`config.mk`:
```
export PLATFORM = sky130hd
export DESIGN_NAME = simon_round_ctrl_flat
export DESIGN_NICKNAME = d
export VERILOG_FILES = /design/src/rtl/simon_pkg.sv /design/src/rtl/simon_round_ctrl_if.sv /design/src/rtl/simon_rnd_cnt.sv /design/src/rtl/simon_round_ctrl.sv /design/src/flat_wrapper.sv
export SDC_FILE = /design/constraint.sdc
export NUM_CORES = 1
export LEC_CHECK = 0
export CELL_PAD_IN_SITES_DETAIL_PLACEMENT = 1
export CELL_PAD_IN_SITES_GLOBAL_PLACEMENT = 1
export CORE_UTILIZATION = 35
export DETAILED_ROUTE_END_ITERATION = 12
export PLACE_DENSITY = 0.77
export SYNTH_ARGS = -nofsm -noshare
export SYNTH_HDL_FRONTEND = slang
export SYNTH_SLANG_ARGS = --single-unit
```
`constraint.sdc`:
```
create_clock -name clk -period 1.99 [get_ports clk]
set_clock_uncertainty 0.2 [all_clocks]
set_input_delay 0.398 -clock clk [delete_from_list [all_inputs] [get_ports clk]]
set_output_delay 0.398 -clock clk [all_outputs]
set_load 0.005 [all_outputs]
```
`src/rtl/simon_pkg.sv`:
```
// ============================================================================
// Module   : simon_pkg
// Purpose  : Shared constants and state encoding for the Simon-128/128
//            round sequencing controller.
// Revision : 1.0 - initial release
// ============================================================================
`default_nettype none

package simon_pkg;

   // Number of rounds for the 128/128 parameter set
   localparam int SIMON_ROUNDS_128 = 68;

   // z2 round-constant sequence; the datapath indexes it with rnd_idx mod 62
   localparam logic [61:0] SIMON_Z2 =
      62'b10101111011100000011010010011000101000010001111110010110110011;

   // Controller state encoding
   typedef enum logic [1:0] {
      S_IDLE = 2'd0,
      S_LOAD = 2'd1,
      S_RUN  = 2'd2,
      S_DONE = 2'd3
   } simon_state_e;

   // Plain-vector aliases of the encoding for the FSM register
   localparam logic [1:0] ST_IDLE = S_IDLE;
   localparam logic [1:0] ST_LOAD = S_LOAD;
   localparam logic [1:0] ST_RUN  = S_RUN;
   localparam logic [1:0] ST_DONE = S_DONE;

endpackage

`default_nettype wire

```
`src/rtl/simon_round_ctrl_if.sv`:
```
// ============================================================================
// Module   : simon_round_ctrl_if
// Purpose  : Host handshake and datapath strobe bundle for simon_round_ctrl.
//            slave = controller side, master = host/datapath side.
// Revision : 1.0 - initial release
// ============================================================================
`default_nettype none

interface simon_round_ctrl_if;
   logic       en;
   logic       drdy;
   logic       bsy;
   logic       dvld;
   logic       trig;
   logic       dp_load;
   logic       dp_rnd_en;
   logic       dp_key_en;
   logic       dp_out_en;
   logic [6:0] rnd_idx;
   logic [2:0] phase;

   modport slave (
      input  en, drdy,
      output bsy, dvld, trig, dp_load, dp_rnd_en, dp_key_en, dp_out_en,
             rnd_idx, phase
   );

   modport master (
      output en, drdy,
      input  bsy, dvld, trig, dp_load, dp_rnd_en, dp_key_en, dp_out_en,
             rnd_idx, phase
   );
endinterface

`default_nettype wire

```
`src/rtl/simon_rnd_cnt.sv`:
```
// ============================================================================
// Module   : simon_rnd_cnt
// Purpose  : Sub-cycle phase and round index counter pair. phase wraps at
//            CPR-1; rnd_idx saturates at ROUNDS-1 so it still reads the last
//            round after completion.
// Revision : 1.0 - initial release
// ============================================================================
`default_nettype none

module simon_rnd_cnt
   import simon_pkg::*;
#(
   parameter int ROUNDS = SIMON_ROUNDS_128,
   parameter int CPR    = 1
) (
   input  wire logic       clk,
   input  wire logic       rst,
   input  wire logic       clr,
   input  wire logic       adv,
   output logic [2:0]      phase,
   output logic [6:0]      rnd_idx,
   output logic            phase_tc,
   output logic            rnd_last
);

   localparam logic [2:0] C_PH_LAST  = 3'(CPR - 1);
   localparam logic [6:0] C_RND_LAST = 7'(ROUNDS - 1);

   logic [2:0] r_phase;
   logic [6:0] r_rnd;

   assign phase    = r_phase;
   assign rnd_idx  = r_rnd;
   assign phase_tc = (r_phase == C_PH_LAST);
   assign rnd_last = (r_rnd == C_RND_LAST);

   // Clear on load, otherwise step phase and carry into the round index
   always_ff @(posedge clk or posedge rst) begin
      if (rst) begin
         r_phase <= 3'd0;
         r_rnd   <= 7'd0;
      end else if (clr) begin
         r_phase <= 3'd0;
         r_rnd   <= 7'd0;
      end else if (adv) begin
         if (phase_tc) begin
            r_phase <= 3'd0;
            if (!rnd_last)
               r_rnd <= r_rnd + 7'd1;
         end else begin
            r_phase <= r_phase + 3'd1;
         end
      end
   end

endmodule

`default_nettype wire

```
`src/rtl/simon_round_ctrl.sv`:
```
// ============================================================================
// Module   : simon_round_ctrl
// Purpose  : Sequencing FSM for the Simon-128/128 round datapath. Issues
//            load / round / key / output strobes, tracks the round index and
//            drives the scope trigger. Holds no cipher data.
// Revision : 1.0 - initial release
// ============================================================================
`default_nettype none

module simon_round_ctrl
   import simon_pkg::*;
#(
   parameter int ROUNDS = SIMON_ROUNDS_128,
   parameter int CPR    = 1
) (
   input  wire logic          clk,
   input  wire logic          rst,
   simon_round_ctrl_if.slave  bus
);

   logic [1:0] r_state;
   logic [1:0] w_next;
   logic       w_run_act;
   logic       w_rnd_step;
   logic       w_cnt_clr;
   logic       w_phase_tc;
   logic       w_rnd_last;

   // EN low freezes everything, so every strobe is qualified by it
   assign w_run_act  = bus.en && (r_state == ST_RUN);
   assign w_rnd_step = w_run_act && w_phase_tc;
   assign w_cnt_clr  = bus.en && (r_state == ST_LOAD);

   simon_rnd_cnt #(
      .ROUNDS (ROUNDS),
      .CPR    (CPR)
   ) u_cnt (
      .clk      (clk),
      .rst      (rst),
      .clr      (w_cnt_clr),
      .adv      (w_run_act),
      .phase    (bus.phase),
      .rnd_idx  (bus.rnd_idx),
      .phase_tc (w_phase_tc),
      .rnd_last (w_rnd_last)
   );

   // Next-state decode; EN low holds the current state
   always_comb begin
      w_next = r_state;
      if (bus.en) begin
         case (r_state)
            ST_IDLE: if (bus.drdy) w_next = ST_LOAD;
            ST_LOAD: w_next = ST_RUN;
            ST_RUN:  if (w_phase_tc && w_rnd_last) w_next = ST_DONE;
            ST_DONE: w_next = ST_IDLE;
            default: w_next = ST_IDLE;
         endcase
      end
   end

   // State register
   always_ff @(posedge clk or posedge rst) begin
      if (rst)
         r_state <= ST_IDLE;
      else
         r_state <= w_next;
   end

   // Outputs decoded from registered state only (plus the EN qualifier)
   assign bus.bsy       = (r_state != ST_IDLE);
   assign bus.dp_load   = bus.en && (r_state == ST_LOAD);
   assign bus.dp_rnd_en = w_rnd_step;
   assign bus.dp_key_en = w_rnd_step && !w_rnd_last;
   assign bus.dvld      = bus.en && (r_state == ST_DONE);
   assign bus.dp_out_en = bus.en && (r_state == ST_DONE);
   assign bus.trig      = bus.en && ((r_state == ST_LOAD) ||
                          ((r_state == ST_RUN) && (bus.rnd_idx == 7'd0)));

endmodule

`default_nettype wire

```
`src/flat_wrapper.sv`:
```
// flat-port wrapper written by rule: the top's interface ports become plain ports
module simon_round_ctrl_flat import simon_pkg::*;
#(
   parameter int ROUNDS = SIMON_ROUNDS_128,
   parameter int CPR    = 1
)
  (clk, rst, bus_en, bus_drdy, bus_bsy, bus_dvld, bus_trig, bus_dp_load, bus_dp_rnd_en, bus_dp_key_en, bus_dp_out_en, bus_rnd_idx, bus_phase);
  simon_round_ctrl_if bus_i ();
  input  wire logic clk;
  input  wire logic rst;
  input wire logic [$bits(bus_i.en)-1:0] bus_en;
  input wire logic [$bits(bus_i.drdy)-1:0] bus_drdy;
  output wire logic [$bits(bus_i.bsy)-1:0] bus_bsy;
  output wire logic [$bits(bus_i.dvld)-1:0] bus_dvld;
  output wire logic [$bits(bus_i.trig)-1:0] bus_trig;
  output wire logic [$bits(bus_i.dp_load)-1:0] bus_dp_load;
  output wire logic [$bits(bus_i.dp_rnd_en)-1:0] bus_dp_rnd_en;
  output wire logic [$bits(bus_i.dp_key_en)-1:0] bus_dp_key_en;
  output wire logic [$bits(bus_i.dp_out_en)-1:0] bus_dp_out_en;
  output wire logic [$bits(bus_i.rnd_idx)-1:0] bus_rnd_idx;
  output wire logic [$bits(bus_i.phase)-1:0] bus_phase;
  assign bus_i.en = bus_en;
  assign bus_i.drdy = bus_drdy;
  assign bus_bsy = bus_i.bsy;
  assign bus_dvld = bus_i.dvld;
  assign bus_trig = bus_i.trig;
  assign bus_dp_load = bus_i.dp_load;
  assign bus_dp_rnd_en = bus_i.dp_rnd_en;
  assign bus_dp_key_en = bus_i.dp_key_en;
  assign bus_dp_out_en = bus_i.dp_out_en;
  assign bus_rnd_idx = bus_i.rnd_idx;
  assign bus_phase = bus_i.phase;
  simon_round_ctrl #(.ROUNDS(ROUNDS), .CPR(CPR)) u_core (.clk(clk), .rst(rst), .bus(bus_i));
endmodule
```
==> reports/qor.yml <==
synth_area_per_cell_um2: 9.78
num_rows: 16
worstPathMaxFanout: 4
hold_class: "in -> async"
io_buffers: 20
syn_inst: 82
cp-end-kind: "output pin"
netlist_area_um2: 802
timing.rr.end: "u_core.r_state[1]$_DFFE_PP0P_"
drt_wl_total_um: 3560
place_area_um2: 1220
async_flop_share_pct: 100
antenna_found_initial: 0
num-nets-final: 156
slew_violations: 0
chipHeight_um: 49.9
routed-via-count: 887
diodes: 0
globalplace.congestion: 0.786
synth_fp_nets: 95
worstSetupPathType: "reg -> out"
cts_tree: "done"
final_hold_viol_count: 0
crit_start: "u_core.u_cnt.rnd_idx[1]$_DFFE_PP0P_"
synth_area_leader_cell: "dfrtp_1"
fin_area_um2: 1470
io_pins: 21
grt_pass1_wl_um: 5280
ys_seq_elements: 12
cp-start-kind: "flip-flop"
clkLatencyLatePin_ps: 290
grt_overflow_total: 0
dieArea_um2: 2490
r2r-start: "u_core.r_state[0]$_DFFE_PP0P_"
worst_slack_ps: -63.2
h-tree-depth: 1
required_ps: 1390
fin_util_pct: 71.4
outcome: "finished with violations"
hold-worst-slack_ps: 250
synthToLayoutAreaGrowth_pct: 83.5
grt_usage_pct: 29.8
synthMostInstantiatedCell: "dfrtp_1"
ir_drop_mv: 0.764
clock_path_buffers: 2
firstDrtPassIters: 4
p_leak_nw: 0.703
yosys_warnings: 0
drv_cap: 0
clock_sinks: 12
cts_root_buf: "clkbuf_4"
grt_pass1_vias: 1044
ant_nets: 0
reg2reg_setup_slack_ps: 30
ys_top_cells_by_count: "12 x dfrtp_1, 11 x inv_1, 9 x ha_1, 7 x nor2_1"
violations: "negative setup slack"
die_w_um: 49.9
drc_errors: 0
clk_pin_slew_ps: 90
seq_area_frac_synth_pct: 37.4
reg2regPathDepth: 9
final-setup-viol-count: 2
cts_made_buffers: 3
power_density_nw_per_um2: 1130
ys.flop_type: "dfrtp_1"
first_iter_violations: 8
wl_per_cell_um: 21.1
synth_area_leaders: "dfrtp_1 37%, ha_1 14%, inv_1 5.1%"
core_area_um2: 2060
dp_hpwl_um: 1990
max_freq_mhz: 487
slew_headroom_pct: 66.7
cp_data_arrival_time_ps: 1460
period_needed_ps: 2050
viasPerCell: 5.25
period_share_pct: 103
start_util_pct: 38.9
grt_max_degree: 13
worst_pin_slew_ps: 499
drive_above_1_share_pct: 52.1
synth_edf_count: 0
ys_types: 31
synth_top_area_share_pct: 37.4
rsz0062_at_grt: "yes"
## layout make-up
type                            count  area (um2)
Clock buffer                        4        36.3
Fill cell                         215         591
Inverter                           11        41.3
Multi-Input combinational cell     56         558
Sequential cell                    12         302
Tap cell                           27        33.8
Timing Repair Buffer               59         500
## how the worst max path moves through the flow
stage,endpoint,slack (ps)
6_report,bus_trig,-60
3_5_place_dp,bus_dp_key_en,-670
2_1_floorplan,bus_dp_key_en,200
5_1_grt,bus_trig,-140
3_3_place_gp,bus_dp_key_en,-560
4_1_cts,bus_dp_key_en,-50
## state kept, by name (all words and copies together) (netlist names)
name,cells
u_core.u_cnt.phase,3
u_core.u_cnt.rnd_idx,7
u_core.r_state,2
## critical path, cell delays in order, from the launching register on
cell	delay, ps
dfrtp_1	430
inv_1	100
ha_1	200
nor3b_2	150
a21o_1	170
buf_2	120
## cells by family (layout without fill, tap and decap cells)
group | count (synthesis) | in the layout | synth area share (%)
fa+ha+maj | 9 | 9 | 14.0
flops | 12 | 12 | 37.4
xor+xnor | 4 | 4 | 4.37
simple gates | 26 | 26 | 21.4
buf+inv | 14 | 74 | 7.18
mux | 2 | 2 | 2.65
compound gates | 15 | 15 | 12.9
## cell usage in the layout (no fill, tap or decap), types with 2 or more instances in the layout
| master | count |
|---|---|
| a21oi_1 | 3 |
| a22o_1 | 2 |
| and2_4 | 2 |
| buf_2 | 4 |
| buf_4 | 33 |
| buf_6 | 9 |
| clkbuf_4 | 3 |
| clkdlybuf4s50_1 | 12 |
| dfrtp_1 | 11 |
| ha_1 | 4 |
| ha_4 | 5 |
| inv_1 | 8 |
| inv_2 | 3 |
| nand2_1 | 2 |
| nand3_1 | 4 |
| nor2_1 | 7 |
| o21ai_0 | 4 |
| or3_1 | 2 |
| xnor2_1 | 4 |
## report_power, final
| group | internal [mW] | switching (mW) | leakage, nW | total [mW] |
|---|---|---|---|---|
| logic | 0.613 | 0.504 | 0.522 | 1.12 |
| registers | 0.289 | 0.0490 | 0.159 | 0.338 |
| clock network | 0.112 | 0.0974 | 0.0210 | 0.209 |
| total | 1.01 | 0.650 | 0.703 | 1.66 |
## timing repair
item / in CTS / in global routing
hold endpoints to repair: 0 / 0
endpoints found under the setup margin: 13 / 13
hold buffers: 0 / 0
buffers inserted: 8 / 4
pin swaps: 6 / 4
gates resized for setup: 51 / 16
## routing by layer
metal  up-vias  wire (um)  global-route usage (%)
met4         0        103                    14.8
met2        31       1900                    55.6
met1       446       1460                    33.2
met3        11         91                    2.47
met5         -          0                       0
li1        399          -                       -
## per-stage QoR
step | total power [mW] | cells | setup slack [ps] | TNS (ps)
floorplan | 0.647 | 82 | 199 | 0
global placement | 1.03 | 153 | -559 | -4180
detailed placement | 1.09 | 153 | -666 | -5090
CTS | 1.48 | 165 | -51.5 | -85.2
global route | 1.74 | 169 | -144 | -380
finish | 1.66 | 169 | -63.2 | -103
Note: power is estimated with default switching activity, not from simulation.
